===== src/rtl/cpu_ctrl_pkg.sv =====
// Shared constants and types for the hardwired CPU control unit:
// opcodes, instruction classes, FSM state codes and the strobe bundle.
package cpu_ctrl_pkg;

  localparam logic [4:0] OpLd   = 5'b00000;
  localparam logic [4:0] OpLdi  = 5'b00001;
  localparam logic [4:0] OpSt   = 5'b00010;
  localparam logic [4:0] OpAdd  = 5'b00011;
  localparam logic [4:0] OpSub  = 5'b00100;
  localparam logic [4:0] OpShr  = 5'b00101;
  localparam logic [4:0] OpShra = 5'b00110;
  localparam logic [4:0] OpShl  = 5'b00111;
  localparam logic [4:0] OpRor  = 5'b01000;
  localparam logic [4:0] OpRol  = 5'b01001;
  localparam logic [4:0] OpAnd  = 5'b01010;
  localparam logic [4:0] OpOr   = 5'b01011;
  localparam logic [4:0] OpAddi = 5'b01100;
  localparam logic [4:0] OpAndi = 5'b01101;
  localparam logic [4:0] OpOri  = 5'b01110;
  localparam logic [4:0] OpMul  = 5'b01111;
  localparam logic [4:0] OpDiv  = 5'b10000;
  localparam logic [4:0] OpNeg  = 5'b10001;
  localparam logic [4:0] OpNot  = 5'b10010;
  localparam logic [4:0] OpBr   = 5'b10011;
  localparam logic [4:0] OpJr   = 5'b10100;
  localparam logic [4:0] OpJal  = 5'b10101;
  localparam logic [4:0] OpIn   = 5'b10110;
  localparam logic [4:0] OpOut  = 5'b10111;
  localparam logic [4:0] OpMfhi = 5'b11000;
  localparam logic [4:0] OpMflo = 5'b11001;
  localparam logic [4:0] OpNop  = 5'b11010;
  localparam logic [4:0] OpHalt = 5'b11011;

  typedef enum logic [3:0] {
    ClsAlu3, ClsAluI, ClsMulDiv, ClsUnary, ClsLd, ClsLdi, ClsSt, ClsBr,
    ClsJr, ClsJal, ClsIn, ClsOut, ClsMfhi, ClsMflo, ClsNop, ClsHalt
  } op_class_e;

  localparam logic [3:0] StRst = 4'd0;
  localparam logic [3:0] StF0  = 4'd1;
  localparam logic [3:0] StFw  = 4'd2;
  localparam logic [3:0] StF1  = 4'd3;
  localparam logic [3:0] StF2  = 4'd4;
  localparam logic [3:0] StE0  = 4'd5;
  localparam logic [3:0] StE1  = 4'd6;
  localparam logic [3:0] StE2  = 4'd7;
  localparam logic [3:0] StE3  = 4'd8;
  localparam logic [3:0] StE4  = 4'd9;
  localparam logic [3:0] StE5  = 4'd10;
  localparam logic [3:0] StE6  = 4'd11;
  localparam logic [3:0] StE7  = 4'd12;
  localparam logic [3:0] StE8  = 4'd13;
  localparam logic [3:0] StHlt = 4'd14;

  typedef struct packed {
    logic pc_out;
    logic mdr_out;
    logic zhigh_out;
    logic zlow_out;
    logic hi_out;
    logic lo_out;
    logic inport_out;
    logic c_out;
    logic pc_in;
    logic ir_in;
    logic mar_in;
    logic mdr_in;
    logic y_in;
    logic zhi_in;
    logic zlo_in;
    logic hi_in;
    logic lo_in;
    logic con_in;
    logic out_port_en;
    logic read;
    logic ram_wr;
    logic inc_pc;
    logic gra;
    logic grb;
    logic grc;
    logic r_in;
    logic r_out;
    logic ba_out;
    logic run;
    logic illegal;
  } ctrl_t;

endpackage


===== src/rtl/cu_opclass_decode.sv =====
// Maps the 5-bit opcode onto its execute class; undefined opcodes decode as
// NOP with the illegal flag raised.
module cu_opclass_decode
  import cpu_ctrl_pkg::*;
(
  input  logic [4:0] opcode,
  output op_class_e  op_class,
  output logic       illegal
);

  always_comb begin
    op_class = ClsNop;
    illegal  = 1'b0;
    case (opcode)
      OpAdd, OpSub, OpShr, OpShra, OpShl, OpRor, OpRol, OpAnd, OpOr: op_class = ClsAlu3;
      OpAddi, OpAndi, OpOri: op_class = ClsAluI;
      OpMul, OpDiv:          op_class = ClsMulDiv;
      OpNeg, OpNot:          op_class = ClsUnary;
      OpLd:                  op_class = ClsLd;
      OpLdi:                 op_class = ClsLdi;
      OpSt:                  op_class = ClsSt;
      OpBr:                  op_class = ClsBr;
      OpJr:                  op_class = ClsJr;
      OpJal:                 op_class = ClsJal;
      OpIn:                  op_class = ClsIn;
      OpOut:                 op_class = ClsOut;
      OpMfhi:                op_class = ClsMfhi;
      OpMflo:                op_class = ClsMflo;
      OpNop:                 op_class = ClsNop;
      OpHalt:                op_class = ClsHalt;
      default:               illegal  = 1'b1;
    endcase
  end

endmodule


===== src/rtl/control_sequencer.sv =====
// Hardwired control sequencer: fetch / per-class execute T-state machine that
// drives every datapath strobe from the registered state and the loaded IR.
module control_sequencer
  import cpu_ctrl_pkg::*;
#(
  parameter int unsigned MEM_LAT = 1
) (
  input  logic        clk,
  input  logic        clr,
  input  logic        stop,
  input  logic [31:0] ir,
  input  logic        con_ff,
  output logic        PCout,
  output logic        MDRout,
  output logic        ZHighout,
  output logic        ZLowout,
  output logic        HIout,
  output logic        LOout,
  output logic        InPortout,
  output logic        Cout,
  output logic        PCin,
  output logic        IRin,
  output logic        MARin,
  output logic        MDRin,
  output logic        Yin,
  output logic        ZHIin,
  output logic        ZLOin,
  output logic        HIin,
  output logic        LOin,
  output logic        CONin,
  output logic        enable_outPort,
  output logic        Read,
  output logic        RAM_wr_enable,
  output logic        IncPC,
  output logic        GRA,
  output logic        GRB,
  output logic        GRC,
  output logic        R_in,
  output logic        R_out,
  output logic        Baout,
  output logic        run,
  output logic        illegal
);

  localparam logic [1:0] WaitInit = (MEM_LAT == 0) ? 2'd0 : 2'(MEM_LAT - 1);

  logic [3:0] state_q, state_d, eff_state;
  logic [1:0] wait_q, wait_d;
  logic       stop_q, stop_d;
  logic       last;
  op_class_e  op_class;
  logic       op_illegal;
  ctrl_t      ctrl;
  logic       unused_ir;

  assign unused_ir = ^ir[26:0];

  cu_opclass_decode u_decode (
    .opcode   (ir[31:27]),
    .op_class (op_class),
    .illegal  (op_illegal)
  );

  // IR only becomes valid in E0, so NOP and HALT resolve there: E0 then acts
  // exactly like the F0 (or HLT) that the instruction would have jumped to.
  always_comb begin
    eff_state = state_q;
    if (state_q == StE0 && !op_illegal) begin
      if (op_class == ClsHalt)     eff_state = StHlt;
      else if (op_class == ClsNop) eff_state = stop_q ? StHlt : StF0;
    end
  end

  always_comb begin
    state_d = eff_state;
    wait_d  = wait_q;
    last    = 1'b0;
    case (eff_state)
      StRst: state_d = StF0;
      StF0: begin
        if (MEM_LAT == 0) state_d = StF1;
        else begin
          state_d = StFw;
          wait_d  = WaitInit;
        end
      end
      StFw: begin
        if (wait_q == 2'd0) state_d = StF1;
        else                wait_d  = wait_q - 2'd1;
      end
      StF1: state_d = StF2;
      StF2: state_d = StE0;
      StE0: begin
        if (op_illegal) last = 1'b1;
        else begin
          case (op_class)
            ClsJr, ClsIn, ClsOut, ClsMfhi, ClsMflo: last = 1'b1;
            default: state_d = StE1;
          endcase
        end
      end
      StE1: begin
        case (op_class)
          ClsUnary, ClsJal: last = 1'b1;
          default: state_d = StE2;
        endcase
      end
      StE2: begin
        case (op_class)
          ClsAlu3, ClsAluI, ClsLdi: last = 1'b1;
          ClsLd: begin
            if (MEM_LAT == 0) state_d = StE4;
            else begin
              state_d = StE3;
              wait_d  = WaitInit;
            end
          end
          default: state_d = StE3;
        endcase
      end
      StE3: begin
        case (op_class)
          ClsLd: begin
            if (wait_q == 2'd0) state_d = StE4;
            else                wait_d  = wait_q - 2'd1;
          end
          ClsSt:   state_d = StE4;
          default: last = 1'b1;
        endcase
      end
      StE4: begin
        if (op_class == ClsLd) state_d = StE5;
        else                   last = 1'b1;
      end
      StE5:             last = 1'b1;
      StHlt:            state_d = StHlt;
      StE6, StE7, StE8: state_d = StF0;
      default:          state_d = StF0;
    endcase
    if (last) state_d = (stop_q || stop) ? StHlt : StF0;
  end

  assign stop_d = stop_q | (stop & (state_q != StRst));

  always_ff @(posedge clk) begin
    if (!clr) begin
      state_q <= StRst;
      wait_q  <= 2'd0;
      stop_q  <= 1'b0;
    end else begin
      state_q <= state_d;
      wait_q  <= wait_d;
      stop_q  <= stop_d;
    end
  end

  always_comb begin
    ctrl     = '0;
    ctrl.run = (eff_state != StRst) && (eff_state != StHlt);
    case (eff_state)
      StF0: begin ctrl.pc_out = 1'b1; ctrl.mar_in = 1'b1; ctrl.inc_pc = 1'b1; end
      StFw: ctrl.read = 1'b1;
      StF1: begin ctrl.read = 1'b1; ctrl.mdr_in = 1'b1; end
      StF2: begin ctrl.mdr_out = 1'b1; ctrl.ir_in = 1'b1; end
      StE0: begin
        if (op_illegal) ctrl.illegal = 1'b1;
        else begin
          case (op_class)
            ClsAlu3, ClsAluI: begin ctrl.grb = 1'b1; ctrl.r_out = 1'b1; ctrl.y_in = 1'b1; end
            ClsMulDiv: begin ctrl.gra = 1'b1; ctrl.r_out = 1'b1; ctrl.y_in = 1'b1; end
            ClsUnary:  begin ctrl.grb = 1'b1; ctrl.r_out = 1'b1; ctrl.zlo_in = 1'b1; end
            ClsLd, ClsLdi, ClsSt: begin
              ctrl.grb = 1'b1; ctrl.r_out = 1'b1; ctrl.ba_out = 1'b1; ctrl.y_in = 1'b1;
            end
            ClsBr:   begin ctrl.gra = 1'b1; ctrl.r_out = 1'b1; ctrl.con_in = 1'b1; end
            ClsJr:   begin ctrl.gra = 1'b1; ctrl.r_out = 1'b1; ctrl.pc_in = 1'b1; end
            ClsJal:  begin ctrl.pc_out = 1'b1; ctrl.grb = 1'b1; ctrl.r_in = 1'b1; end
            ClsIn:   begin ctrl.inport_out = 1'b1; ctrl.gra = 1'b1; ctrl.r_in = 1'b1; end
            ClsOut:  begin ctrl.gra = 1'b1; ctrl.r_out = 1'b1; ctrl.out_port_en = 1'b1; end
            ClsMfhi: begin ctrl.hi_out = 1'b1; ctrl.gra = 1'b1; ctrl.r_in = 1'b1; end
            ClsMflo: begin ctrl.lo_out = 1'b1; ctrl.gra = 1'b1; ctrl.r_in = 1'b1; end
            default: ;
          endcase
        end
      end
      StE1: begin
        case (op_class)
          ClsAlu3:   begin ctrl.grc = 1'b1; ctrl.r_out = 1'b1; ctrl.zlo_in = 1'b1; end
          ClsAluI, ClsLd, ClsLdi, ClsSt: begin ctrl.c_out = 1'b1; ctrl.zlo_in = 1'b1; end
          ClsMulDiv: begin
            ctrl.grb = 1'b1; ctrl.r_out = 1'b1; ctrl.zhi_in = 1'b1; ctrl.zlo_in = 1'b1;
          end
          ClsUnary: begin ctrl.zlow_out = 1'b1; ctrl.gra = 1'b1; ctrl.r_in = 1'b1; end
          ClsBr:    begin ctrl.pc_out = 1'b1; ctrl.y_in = 1'b1; end
          ClsJal:   begin ctrl.gra = 1'b1; ctrl.r_out = 1'b1; ctrl.pc_in = 1'b1; end
          default: ;
        endcase
      end
      StE2: begin
        case (op_class)
          ClsAlu3, ClsAluI, ClsLdi: begin
            ctrl.zlow_out = 1'b1; ctrl.gra = 1'b1; ctrl.r_in = 1'b1;
          end
          ClsMulDiv:    begin ctrl.zlow_out = 1'b1; ctrl.lo_in = 1'b1; end
          ClsLd, ClsSt: begin ctrl.zlow_out = 1'b1; ctrl.mar_in = 1'b1; end
          ClsBr:        begin ctrl.c_out = 1'b1; ctrl.zlo_in = 1'b1; end
          default: ;
        endcase
      end
      StE3: begin
        case (op_class)
          ClsMulDiv: begin ctrl.zhigh_out = 1'b1; ctrl.hi_in = 1'b1; end
          ClsBr:     begin ctrl.zlow_out = con_ff; ctrl.pc_in = con_ff; end
          ClsLd:     ctrl.read = 1'b1;
          ClsSt:     begin ctrl.gra = 1'b1; ctrl.r_out = 1'b1; ctrl.mdr_in = 1'b1; end
          default: ;
        endcase
      end
      StE4: begin
        case (op_class)
          ClsLd:   begin ctrl.read = 1'b1; ctrl.mdr_in = 1'b1; end
          ClsSt:   ctrl.ram_wr = 1'b1;
          default: ;
        endcase
      end
      StE5: begin
        if (op_class == ClsLd) begin
          ctrl.mdr_out = 1'b1; ctrl.gra = 1'b1; ctrl.r_in = 1'b1;
        end
      end
      default: ;
    endcase
  end

  assign PCout          = ctrl.pc_out;
  assign MDRout         = ctrl.mdr_out;
  assign ZHighout       = ctrl.zhigh_out;
  assign ZLowout        = ctrl.zlow_out;
  assign HIout          = ctrl.hi_out;
  assign LOout          = ctrl.lo_out;
  assign InPortout      = ctrl.inport_out;
  assign Cout           = ctrl.c_out;
  assign PCin           = ctrl.pc_in;
  assign IRin           = ctrl.ir_in;
  assign MARin          = ctrl.mar_in;
  assign MDRin          = ctrl.mdr_in;
  assign Yin            = ctrl.y_in;
  assign ZHIin          = ctrl.zhi_in;
  assign ZLOin          = ctrl.zlo_in;
  assign HIin           = ctrl.hi_in;
  assign LOin           = ctrl.lo_in;
  assign CONin          = ctrl.con_in;
  assign enable_outPort = ctrl.out_port_en;
  assign Read           = ctrl.read;
  assign RAM_wr_enable  = ctrl.ram_wr;
  assign IncPC          = ctrl.inc_pc;
  assign GRA            = ctrl.gra;
  assign GRB            = ctrl.grb;
  assign GRC            = ctrl.grc;
  assign R_in           = ctrl.r_in;
  assign R_out          = ctrl.r_out;
  assign Baout          = ctrl.ba_out;
  assign run            = ctrl.run;
  assign illegal        = ctrl.illegal;

endmodule


===== config.mk =====
export PLATFORM = sky130hd
export DESIGN_NAME = control_sequencer
export DESIGN_NICKNAME = d
export VERILOG_FILES = /design/src/rtl/cpu_ctrl_pkg.sv /design/src/rtl/cu_opclass_decode.sv /design/src/rtl/control_sequencer.sv
export SDC_FILE = /design/constraint.sdc
export NUM_CORES = 1
export LEC_CHECK = 0
export BUFFER_PORTS_ARGS = -buffer_cell sky130_fd_sc_hd__buf_2
export CORE_MARGIN = 2
export CORE_UTILIZATION = 50
export CTS_BUF_LIST = sky130_fd_sc_hd__clkbuf_4 sky130_fd_sc_hd__clkbuf_8
export DETAILED_ROUTE_END_ITERATION = 8
export HOLD_SLACK_MARGIN = 0.02
export PLACE_DENSITY_LB_ADDON = 0.12
export RECOVER_POWER = 100
export SYNTH_ARGS = -nofsm -noshare
export SYNTH_HDL_FRONTEND = slang
export SYNTH_SLANG_ARGS = --single-unit
export TNS_END_PERCENT = 50

===== constraint.sdc =====
create_clock -name clk -period 4.3 [get_ports clk]
set_input_delay 0.86 -clock clk [delete_from_list [all_inputs] [get_ports clk]]
set_output_delay 0.86 -clock clk [all_outputs]
set_load 0.02 [all_outputs]

-- Word level (Yosys, flattened, before mapping)
Cells that the tools add are included.
- output and inout bits: 30
- bits in latches: 0
- bits in registers: 7
- ROM bits: 0
- bits in writable memories: 0
- memories: 0
- input port bits: 36
- logic and storage cells: 175
- equality and inequality tests: 57
- bitwise logic cells: 2
- muxes and demuxes: 83
- shift-type cells: 0
- reductions and logical operators: 29
- add/sub/neg operators: 1
- $lt $le $gt $ge: 0
- divide/modulo/power cells: 0
- multipliers: 0
- operators with widths (cell ; number):
    $eq A5 B5 Y1 const B ; 12
    $pmux W4 S15 ; 1
    $mux W4 ; 13
    $eq A4 B4 Y1 const B ; 12
    $pmux W4 S11 ; 1
    $mux W1 ; 42
    $eq A5 B4 Y1 const B ; 8
    $eq A4 B3 Y1 const B ; 9
    $reduce_or A28 Y1 ; 1
    $eq A5 B3 Y1 const B ; 4
    $pmux W1 S3 ; 6
    $eq A4 B2 Y1 const B ; 4
    $reduce_or A7 Y1 ; 2
    $mux W2 ; 6
    $pmux W1 S2 ; 6
    $reduce_bool A4 Y1 ; 3
    $reduce_or A2 Y1 ; 6
    $reduce_or A3 Y1 ; 4
    $eq A5 B2 Y1 const B ; 2
    $reduce_or A10 Y1 ; 1
    $mux W3 ; 3
    $reduce_or A9 Y1 ; 1
    $eq A4 B1 Y1 const B ; 2
    $pmux W2 S4 ; 1
    19 further kinds ; 22

-- Longest topological paths before layout
- depth after elaboration: 11
- mapped depth: 7
- gate-level depth less buffers: 7

-- Cells and area by module
Synthesis repeated with hierarchy kept, for this count alone.
- cell total of the unflattened synthesis: 219
- area, all modules: 1386.3 um2
- by module, submodules not included (module ; cells an instance ; area each (um2) ; instances ; sequential area each (um2)):
    control_sequencer ; 200 ; 1277.5 ; 1 ; 140.1
    cu_opclass_decode ; 19 ; 108.9 ; 1 ; 0.0

-- Worst setup path after synthesis
Ideal clock, no wire load.
- kind: input to output
- start: input ir[30]
- end: output R_out
- arrival: 2392 ps
- cell stages on the path: 6
- setup slack: 1048 ps
- required time: 3440 ps
- buffers on the path: 2
- path through: buf_2 -> clkbuf_1 -> a211oi_1 -> nor4_1 -> nor2_1 -> nand3_1
- longest elaborated chain between the ends: 9
- elaborated cells on any way between the ends: 61
- those cells by class: eq/ne: 42; mux: 9; reduce/logical: 10
- RTL lines (what ; line ; source):
    start: declaration ; control_sequencer.sv:11 ; input logic [31:0] ir,
    $eq A5 B2 Y1 (tied with other cells) ; cu_opclass_decode.sv:14 ; case (opcode)
    $reduce_or A9 Y1 (tied with other cells) ; cu_opclass_decode.sv:14 ;
    $pmux W4 S15 ; cu_opclass_decode.sv:14 ;
    $eq A4 B4 Y1 ; control_sequencer.sv:70 ; else if (op_class == ClsNop) eff_state = stop_q ? StHlt : StF0;
    $mux W4 ; control_sequencer.sv:70 ;
    $mux W4 ; control_sequencer.sv:69 ; if (op_class == ClsHalt) eff_state = StHlt;
    $mux W4 ; control_sequencer.sv:68 ; if (state_q == StE0 && !op_illegal) begin
    $eq A4 B4 Y1 or $eq A4 B3 Y1 (tied branches) ; control_sequencer.sv:160 ; case (eff_state)
    $pmux W1 S3 * ; control_sequencer.sv:160 ;
    end: declaration ; control_sequencer.sv:39 ; output logic R_out,
Every way passes the cells marked *; elsewhere a longest branch is shown, timed or not.

-- Worst setup path after layout
- start: input ir[28]
- end: output GRA
- longest elaborated chain between the ends: 9
- elaborated cells on any way between the ends: 69
- those cells by class: eq/ne: 47; mux: 11; reduce/logical: 11
- RTL lines (what ; line ; source):
    $eq A5 B2 Y1 (tied with other cells) ; cu_opclass_decode.sv:14 ;
    $reduce_or A9 Y1 (tied with other cells) ; cu_opclass_decode.sv:14 ;
    $pmux W4 S15 ; cu_opclass_decode.sv:14 ;
    $eq A4 B4 Y1 ; control_sequencer.sv:70 ;
    $mux W4 ; control_sequencer.sv:70 ;
    $mux W4 ; control_sequencer.sv:69 ;
    $mux W4 ; control_sequencer.sv:68 ;
    $eq A4 B4 Y1 or $eq A4 B3 Y1 (tied branches) ; control_sequencer.sv:160 ;
    $pmux W1 S5 * ; control_sequencer.sv:160 ;
    end: declaration ; control_sequencer.sv:35 ; output logic GRA,
Marks and branches as above.

==> flow_summary_export.csv <==
group,metric,value,unit
pwr,power.density,298,nW/um^2
yosys,yosys_warnings,0,
critical_path,critPathKind,"in2out",
timing,min_period,3.93,ns
yosys,synth_fp_nets,235,
timing,skew,0.00424,ns
place,dp_hpwl,2.81,mm
critical_path,crit_chain,"clkbuf_1 -> nand2_1 -> or4_1 -> nand2_1 -> a21boi_1 -> o2111ai_1 -> clkbuf_1",
critical_path,required,3.44,ns
critical_path,reg2reg_from,"state_q[0]",
critical_path,crit_fanout,22,
yosys,syn_avg_cell_area,6.17,sq um
route,drtIter0Drc,92,
timing,tightest_slew,0.886,ns
critical_path,reg2reg_depth,5,
global_route,grt_pass1_wl,6.08,mm
floorplanning,start_util,0.542,
route,dr_total_vias,1640,
clock_tree,cts_num_sinks,7,
layout,layout.nets,261,
clock_tree,cts_buffer_depth,2,
critical_path,worst_path_max_delay_cell,"clkbuf_1",
place,place_area,1380,sq um
place,io_buffers,38,
worst_hold_path,hold_class,"reg2reg",
timing,rsz0062_at_grt,"no",
global_route,antenna_found_initial,0,
yosys,synth_top_family_by_area,"simple AND/OR/NAND/NOR gates",
timing,finalHoldViolCount,0,
floorplanning,core,2250,sq um
yosys,yosys.area.top_type_share,0.115,
critical_path,path_delay_family,"simple AND/OR/NAND/NOR gates",
timing,post-route-period-util,0.914,
critical_path,crit_buf_inv,2,
clock_tree,cts_buffers,3,
clock_tree,h-tree-depth,1,
yosys,synth_top_cell_by_area,"dfxtp_1",
timing,fmax,0.255,GHz
yosys,yosys.area_share.adder,0.0102,
clock_tree,cts_tree,"yes",
route,routed_wl,3.91,mm
yosys,synth_top_flop_cell,"dfxtp_1",
yosys,async_reset_ff_frac,0,
global_route,grt_max_degree,27,
yosys,ys_seq_elements,7,
layout,drive_gt1_frac,0.0717,
critical_path,r2r_end,"state_q[2]",
yosys,synth_cell_types,54,
timing,fin_setup_tns,0,ns
timing,relSlewSlack,0.409,
layout,post-route-cell-area,1370,sq um
yosys,yosysMostFrequentCell,"nand2_1",
timing,timing.final.ws_setup,0.372,ns
layout,diodes,0,
route,drc,0,
route,antenna_left,0,
clock_tree,cts_resized,0,
floorplanning,row_count,17,
yosys,synth_edf_count,0,
yosys,synth_compound_area_frac,0.305,
layout,nFillCells,244,
layout,seqCellArea,140,sq um
global_route,grt_overflow,0,
pwr,peakVddDrop,0.282,mV
floorplanning,die_x,53.4,microns
yosys,muxShareOfSynthArea,0,
yosys,syn_inst,198,
place,place_ws,0.802,ns
clock_tree,worstSkewPairLatency,0.26,ns
yosys,yosysSeqAreaShare,0.115,
global_route,grt_pass1_vias,1306,
timing,slew_violations,0,
run_status,outcome,"completed",
route,wire_per_inst,15.6,microns
worst_hold_path,hold_depth,2,
job,maxCapViolCount,0,
critical_path,r2r_slack,1.87,ns
floorplanning,dieArea,2860,sq um
global_route,grt_use_total,0.285,
clock_tree,cts.clk_slew.worst_paths,0.05,ns
yosys,syn_area,1220,sq um
layout,syn_to_final_growth,11.9,%
clock_tree,hold_buffers,0,
clock_tree,cts-root-buf,"clkbuf_4",
yosys,yosys-top-cells-count,"nand2_1 (24), nor2_1 (22), a21oi_1 (16)",
yosys,synthSimpleGateAreaFrac,0.473,
critical_path,startpoint_type,"input pin",
timing,fin_hold_ws,0.497,ns
timing,setup-violations-final,0,
clock_tree,cts_setup_buffers,0,
worst_hold_path,hp-start,"wait_q[1]",
pwr,p_leak,0.495,nW
floorplanning,ios,66,
worst_hold_path,min_to,"wait_q[1]",
route,vias_per_cell,6.53,
critical_path,endpoint_kind,"primary output",
floorplanning,die_h,53.4,microns
layout,multiInputGateArea,968,sq um
route,firstDrtPassIters,5,
place,gp_congestion,0.952,
critical_path,cp.arrival,3.07,ns
pwr,totalPowerFinal,0.408,mW
critical_path,crit_path_max_incr_delay,0.64,ns
yosys,yosys.area_share.xor_xnor,0.00716,
yosys,synth_area_leaders,"dfxtp_1 (11%), nand2_1 (7.4%), nor2_1 (6.8%)",
-- report_power, final --
part           switching [mW]  total, mW  internal (mW)  leakage [nW]
combinational           0.152      0.230         0.0778         0.419
sequential             0.0340      0.110         0.0756        0.0573
clock                  0.0263     0.0682         0.0418        0.0184
total                   0.212      0.408          0.195         0.495
-- worst max-delay path by stage --
stage / startpoint / to / slack (ns) / cells past startpoint
floorplan: ir[30] / R_out / 1.05 / 6
global placement: ir[28] / MDRin / 0.82 / 7
CTS: state_q[0] / GRA / 0.71 / 6
detailed placement: ir[28] / MDRin / 0.80 / 7
global route: ir[28] / GRA / 0.26 / 7
finish: ir[28] / GRA / 0.37 / 7
-- worst reg2reg max path, cell delays in order, from the launching register on --
cell and delay, ns:
dfxtp_1 0.77, nand4bb_1 0.47, or4_1 0.68, nand2_1 0.16, a21oi_1 0.09, a21oi_1 0.18
-- cells by family after synthesis --
family | Yosys count
AO/OA/AOI/OAI | 56
XOR/XNOR | 1
adder cells (fa/ha/maj) | 1
buffers and inverters | 27
flip-flops | 7
AND/OR/NAND/NOR | 106
-- layer usage --
| layer | up-vias | GRT usage | share of wire |
|---|---|---|---|
| met1 | 760 | 0.394 | 0.43 |
| met4 | 0 | 0.0385 | 0.0064 |
| li1 | 783 | - | - |
| met2 | 93 | 0.457 | 0.47 |
| met5 | - | 0 | 0 |
| met3 | 4 | 0.0621 | 0.096 |
-- layout by cell type (no fill, tap or decap), types with 8 or more instances in the layout --
cell and instances:
clkbuf_1 30, nand2_1 24, nor2_1 22, a21oi_1 16
inv_1 9, nand2b_1 8, buf_2 8
-- metrics by stage --
| step | cells | util |
|---|---|---|
| after floorplan | 198 | - |
| after global placement | 247 | 0.612 |
| after detailed placement | 247 | 0.612 |
| after CTS | 251 | 0.625 |
| after global routing | 251 | 0.607 |
| final | 251 | 0.607 |
-- cell type report --
| type | instances | share of cell area |
|---|---|---|
| Multi-Input combinational cell | 164 | 0.708 |
| Timing Repair Buffer | 39 | 0.117 |
| Sequential cell | 7 | 0.102 |
| Tap cell | 28 | 0.0256 |
| Inverter | 9 | 0.0247 |
| Clock buffer | 4 | 0.0220 |
-- sequential cells by signal (all words and copies together), names as in the netlist --
name     flops
wait_q       2
state_q      4
stop_q       1
Note: power is estimated with default switching activity, not from simulation.
